$ cat src/rtl/muldiv_unit.sv
// muldiv_unit: iterative RV32M/RV64M multiply/divide (shift-add multiply, restoring divide).
// Define MULDIV_EARLY_OUT_EN to finish div-by-zero, signed overflow and multiply-by-zero in one cycle.
module muldiv_unit #(
   parameter int XLEN  = 32,
   parameter int TAG_W = 5
) (
   input  logic             clk_i,
   input  logic             rst_n_i,
   input  logic             valid_i,
   output logic             ready_o,
   input  logic [2:0]       op_i,
   input  logic [XLEN-1:0]  operand1_i,
   input  logic [XLEN-1:0]  operand2_i,
   input  logic [TAG_W-1:0] tag_i,
   input  logic             flush_i,
   output logic             valid_o,
   input  logic             ready_i,
   output logic [XLEN-1:0]  result_o,
   output logic [TAG_W-1:0] tag_o,
   output logic             zero_o
);
   localparam int CW = $clog2(XLEN);
   typedef enum logic [1:0] {IDLE, CALC, DONE} state_t;
   state_t            state, state_nx;
   logic [CW-1:0]     cnt;
   logic [XLEN-1:0]   hi, lo, dv, op1_q, hi_nx, lo_nx, m1, m2, quo, rem;
   logic [2:0]        op_q;
   logic [TAG_W-1:0]  tag_q;
   logic              neg_q, neg_r, dz, s1, s2, n1, n2, ovf, accept, early;
   logic [XLEN:0]     sum, shf, dif;
   logic [2*XLEN-1:0] prod;
   always_comb begin
      s1     = ~op_i[0] | (op_i == 3'b001);
      s2     = s1 & (op_i != 3'b010);
      n1     = s1 & operand1_i[XLEN-1];
      n2     = s2 & operand2_i[XLEN-1];
      m1     = n1 ? -operand1_i : operand1_i;
      m2     = n2 ? -operand2_i : operand2_i;
      ovf    = op_i[2] & s1 & (operand1_i == {1'b1, {(XLEN-1){1'b0}}}) & (operand2_i == '1);
      accept = valid_i & ready_o & ~flush_i;
`ifdef MULDIV_EARLY_OUT_EN
      early  = (operand2_i == '0) | ovf;
`else
      early  = 1'b0;
`endif
   end
   // hi:lo is the product accumulator for multiply and remainder:quotient for divide
   always_comb begin
      sum   = {1'b0, hi} + (lo[0] ? {1'b0, dv} : '0);
      shf   = {hi, lo[XLEN-1]};
      dif   = shf - {1'b0, dv};
      hi_nx = op_q[2] ? (dif[XLEN] ? shf[XLEN-1:0] : dif[XLEN-1:0]) : sum[XLEN:1];
      lo_nx = op_q[2] ? {lo[XLEN-2:0], ~dif[XLEN]} : {sum[0], lo[XLEN-1:1]};
      prod  = neg_q ? -{hi, lo} : {hi, lo};
      quo   = dz ? '1 : (neg_q ? -lo : lo);
      rem   = dz ? op1_q : (neg_r ? -hi : hi);
   end
   always_comb begin
      state_nx = state;
      case (state)
         IDLE:    state_nx = accept ? (early ? DONE : CALC) : IDLE;
         CALC:    state_nx = (cnt == CW'(XLEN-1)) ? DONE : CALC;
         DONE:    state_nx = ready_i ? IDLE : DONE;
         default: state_nx = IDLE;
      endcase
      if (flush_i) state_nx = IDLE;
   end
   always_ff @(posedge clk_i or negedge rst_n_i) begin
      if (!rst_n_i) begin
         state <= IDLE;
         cnt   <= '0;
         hi    <= '0;
         lo    <= '0;
         dv    <= '0;
         op1_q <= '0;
         op_q  <= '0;
         tag_q <= '0;
         neg_q <= 1'b0;
         neg_r <= 1'b0;
         dz    <= 1'b0;
      end else begin
         state <= state_nx;
         if (accept) begin
            cnt   <= '0;
            hi    <= '0;
            lo    <= early ? (ovf ? operand1_i : '0) : m1;
            dv    <= m2;
            op1_q <= operand1_i;
            op_q  <= op_i;
            tag_q <= tag_i;
            neg_q <= n1 ^ n2;
            neg_r <= n1;
            dz    <= op_i[2] & (operand2_i == '0);
         end else if (state == CALC) begin
            cnt <= cnt + 1'b1;
            hi  <= hi_nx;
            lo  <= lo_nx;
         end
      end
   end
   assign ready_o  = state == IDLE;
   assign valid_o  = state == DONE;
   assign tag_o    = tag_q;
   assign result_o = op_q[2] ? (op_q[1] ? rem : quo)
                             : ((op_q[1:0] == 2'b00) ? prod[XLEN-1:0] : prod[2*XLEN-1:XLEN]);
   assign zero_o   = result_o == '0;
endmodule

$ cat config.mk
export PLATFORM = sky130hd
export DESIGN_NAME = muldiv_unit
export DESIGN_NICKNAME = d
export VERILOG_FILES = /design/src/rtl/muldiv_unit.sv
export SDC_FILE = /design/constraint.sdc
export NUM_CORES = 1
export LEC_CHECK = 0
export ABC_AREA = 1
export CORE_AREA = 5 5 191 193
export DETAILED_ROUTE_END_ITERATION = 12
export DIE_AREA = 0 0 196 198
export GPL_TIMING_DRIVEN = 1
export HOLD_SLACK_MARGIN = 0.08
export PLACE_DENSITY_LB_ADDON = 0.25
export SYNTH_ARGS = -nofsm -noshare
export SYNTH_HDL_FRONTEND = slang
export SYNTH_SLANG_ARGS = --single-unit
$ cat constraint.sdc
create_clock -name clk_i -period 5.8 [get_ports clk_i]
set_clock_uncertainty 0.15 [all_clocks]
set_input_delay 1.45 -clock clk_i [delete_from_list [all_inputs] [get_ports clk_i]]
set_output_delay 1.45 -clock clk_i [all_outputs]
set_load 0.05 [all_outputs]
==> metrics <==
outcome=finished, final reports clean; maximum VDD drop=0.3175 mV; clock buffer depth=2; worst path buffer plus inverter count=3; ys flop type=dfrtp_1; Syn. warnings=0; H-tree depth=4; drt total wl=76220 um; hpwl dp=58890 um; Fillers=about 3500; GR Util All Layers=0.3835; grt met1 use=0.5674; Max FO, Critical Path=8; Slew Viols, Final=0; GRT busiest layer=met1; vias in the first global route=19461; Tcrit/Tclk final=0.9248; HP Class=reg2reg; cell count after synthesis=about 3000; sequential area share after synthesis=0.2151; Mapped Avg Cell Area=roughly 5.7 um^2; setup repair after global routing missed its margin=false; delay-heaviest family, CP=buffers and inverters; via count=between 20000 and 25000; CTS tree=built; clk slew on worst S/H paths=0.08 ns; Req. time, crit path=around 4.2 ns; Crit-path slowest cell=clkdlybuf4s50_1; synth top area cells=dfrtp_1 22%, nand2_1 21%, nand3_1 8.7%, inv_1 8.3%, nor2_1 7.3%; Ports=117; per-cell routed wire length=21.61 um; area share of the largest cell type after synthesis=0.2151; die height=~200 um; DR iter-0 viols=3168; area leader, netlist=dfrtp_1; Layout area overhead=13.76%; Core ar.=between 30000 and 40000 um^2; CP Class=reg2out; die area=38810 um^2; critical path, cell by cell=inv_1, ha_1, nand2_1, nor2_1, nand2_1, nand2_1, a21oi_1, o21ai_0, nand2_1, nand3_1, nand2_1, inv_1, clkdlybuf4s50_1; setup TNS=0 ns; fin nets=3208; relative slew slack=0.3146; final hold violations=0; Max Freq=186.4 MHz; Tmin final=about 5.4 ns; Worst-Margin Slew=between 1 and 1.5 ns; Net Count, Synth=3154; Setup Fix Bufs, Post-CTS=0; Slowest Stage Delay on Critical Path=approximately 0.81 ns; row cnt=roughly 70; via/cell ratio=between 6 and 7; ys async rst share=1.000; Post-synth EDFFs=0; total CTS buffers=17; Leak=9.912 nW; Initial DRT Pass Iterations=9; post-route ant nets=0; RD Place Congestion=1.068; Max Cap Viol=0; CTS Root Cell=clkbuf_16; Crit path arrival time=3.76 ns; initial core utilization=0.4941; initial antenna violation count=0; CTS sink count=approximately 150; DRC Markers=0; CP startpoint kind=flop; Final setup violation count=0; die width=196 um; post-CTS sizing=0; Pwr Density=469.6 nW/um^2; Skew-Pair Late Insertion Delay=0.46 ns; grt ovf=0; GR Layer Usage met3=0.1135; count leader, synth=nand2_1; first-pass GRT wire length=115900 um; share of layout cells above drive strength 1=0.04557; ant diodes=0; hold-fix buffers at CTS=0; largest net degree at the start of global routing=131; Port-buffer cells=between 100 and 150; Pwr Total=0.009073 W; Setup crit end kind=output port; Mapped Area=16980 um^2; M2 GR Usage=0.5317; post-synthesis register bit count=146; Synth top cells by count=968 x nand2_1, 376 x inv_1, 329 x nor2_1, 294 x nand3_1, 222 x o21ai_0; post-synth cell types=64; most frequent CP cell=nand2_1
cell usage in the layout (no fill, tap or decap), drive strengths merged, types with 28 or more instances in the layout:
cell and instances:
o21ai 233, clkdlybuf4s50 86, buf 64, ha 70, xor2 37, nand2 970, dfrtp 146, a21oi 188
nor3 39, nand4 28, nor2 338, nand3 296, inv 386
metal layers:
| metal | vias up | share of wire |
|---|---|---|
| li1 | 9816 | - |
| met1 | 9817 | 0.43 |
| met2 | 1479 | 0.39 |
| met3 | 203 | 0.14 |
| met4 | 0 | 0.037 |
| met5 | - | 0 |
through the flow:
stage | util | hold WS, ns | worst slack [ns] | instance area (um^2) | instances
6_report | 0.5621 | 0.3320 | 0.4360 | 19320 | 3527
5_1_grt | 0.5621 | 0.3587 | 0.2999 | 19320 | 3527
4_1_cts | 0.5621 | 0.3419 | 0.5770 | 19320 | 3527
3_5_place_dp | 0.5455 | 0.3251 | 1.079 | 18750 | 3495
3_3_place_gp | 0.5455 | 0.3060 | 1.081 | 18750 | 3495
2_1_floorplan | - | 0.2979 | 1.247 | 16980 | 3005
final timing paths:
kind / slack [ns] / end / cells after the start / from
min in group asynchronous: 0.83 / tag_o[2] / 1 / rst_n_i
max reg2reg: 1.60 / hi[4] / 17 / lo[31]
max in group asynchronous: 3.56 / op1_q[19] / 2 / rst_n_i
min reg2reg: 0.33 / tag_o[2] / 2 / tag_o[2]
min: 0.33 / tag_o[2] / 2 / tag_o[2]
max: 0.44 / result_o[12] / 13 / hi[0]
cells by family after synthesis:
| kind of cell | count (synthesis) | share of synthesized area |
|---|---|---|
| and+or+nand+nor | 1711 | 0.4202 |
| DFF | 146 | 0.2151 |
| xor gates and xnor gates | 62 | 0.03198 |
| adders and majority gates | 72 | 0.05393 |
| buffers and inverters | 500 | 0.1125 |
| AOI/OAI and AO/OA | 514 | 0.1663 |
state kept, by name, summed over array words and instances, names as in the netlist:
name   flops
dv        32
hi        32
lo        32
op1_q     32
cnt        5
tag_o      5
op_q       3
state      2
dz         1
neg_q      1
neg_r      1
where the power goes:
group,leakage [nW],internal (W),switching (W)
sequential,1.80,0.00125,0.000540
clock,0.275,0.000615,0.000559
combinational,7.83,0.00192,0.00419
worst register-to-register path: cells and delay by family (launching register included):
kind / cells / cell delay (ns)
buf+inv: 3 / 0.61
simple gates: 9 / 1.48
flops: 1 / 0.40
compound gates: 3 / 0.79
fa+ha+maj: 2 / 0.71
final cells by class:
class                      count  area [um^2]  share of cell area
timing repair buffer         150         1645             0.08516
clock inverter                12        122.6            0.006347
tap                          455        569.3             0.02947
sequential                   146         3659              0.1894
multi-input combinational   2359        11430              0.5917
clock buffer                  20        446.7             0.02312
inverter                     385         1446             0.07487
Power figures use the tool's default switching activity.
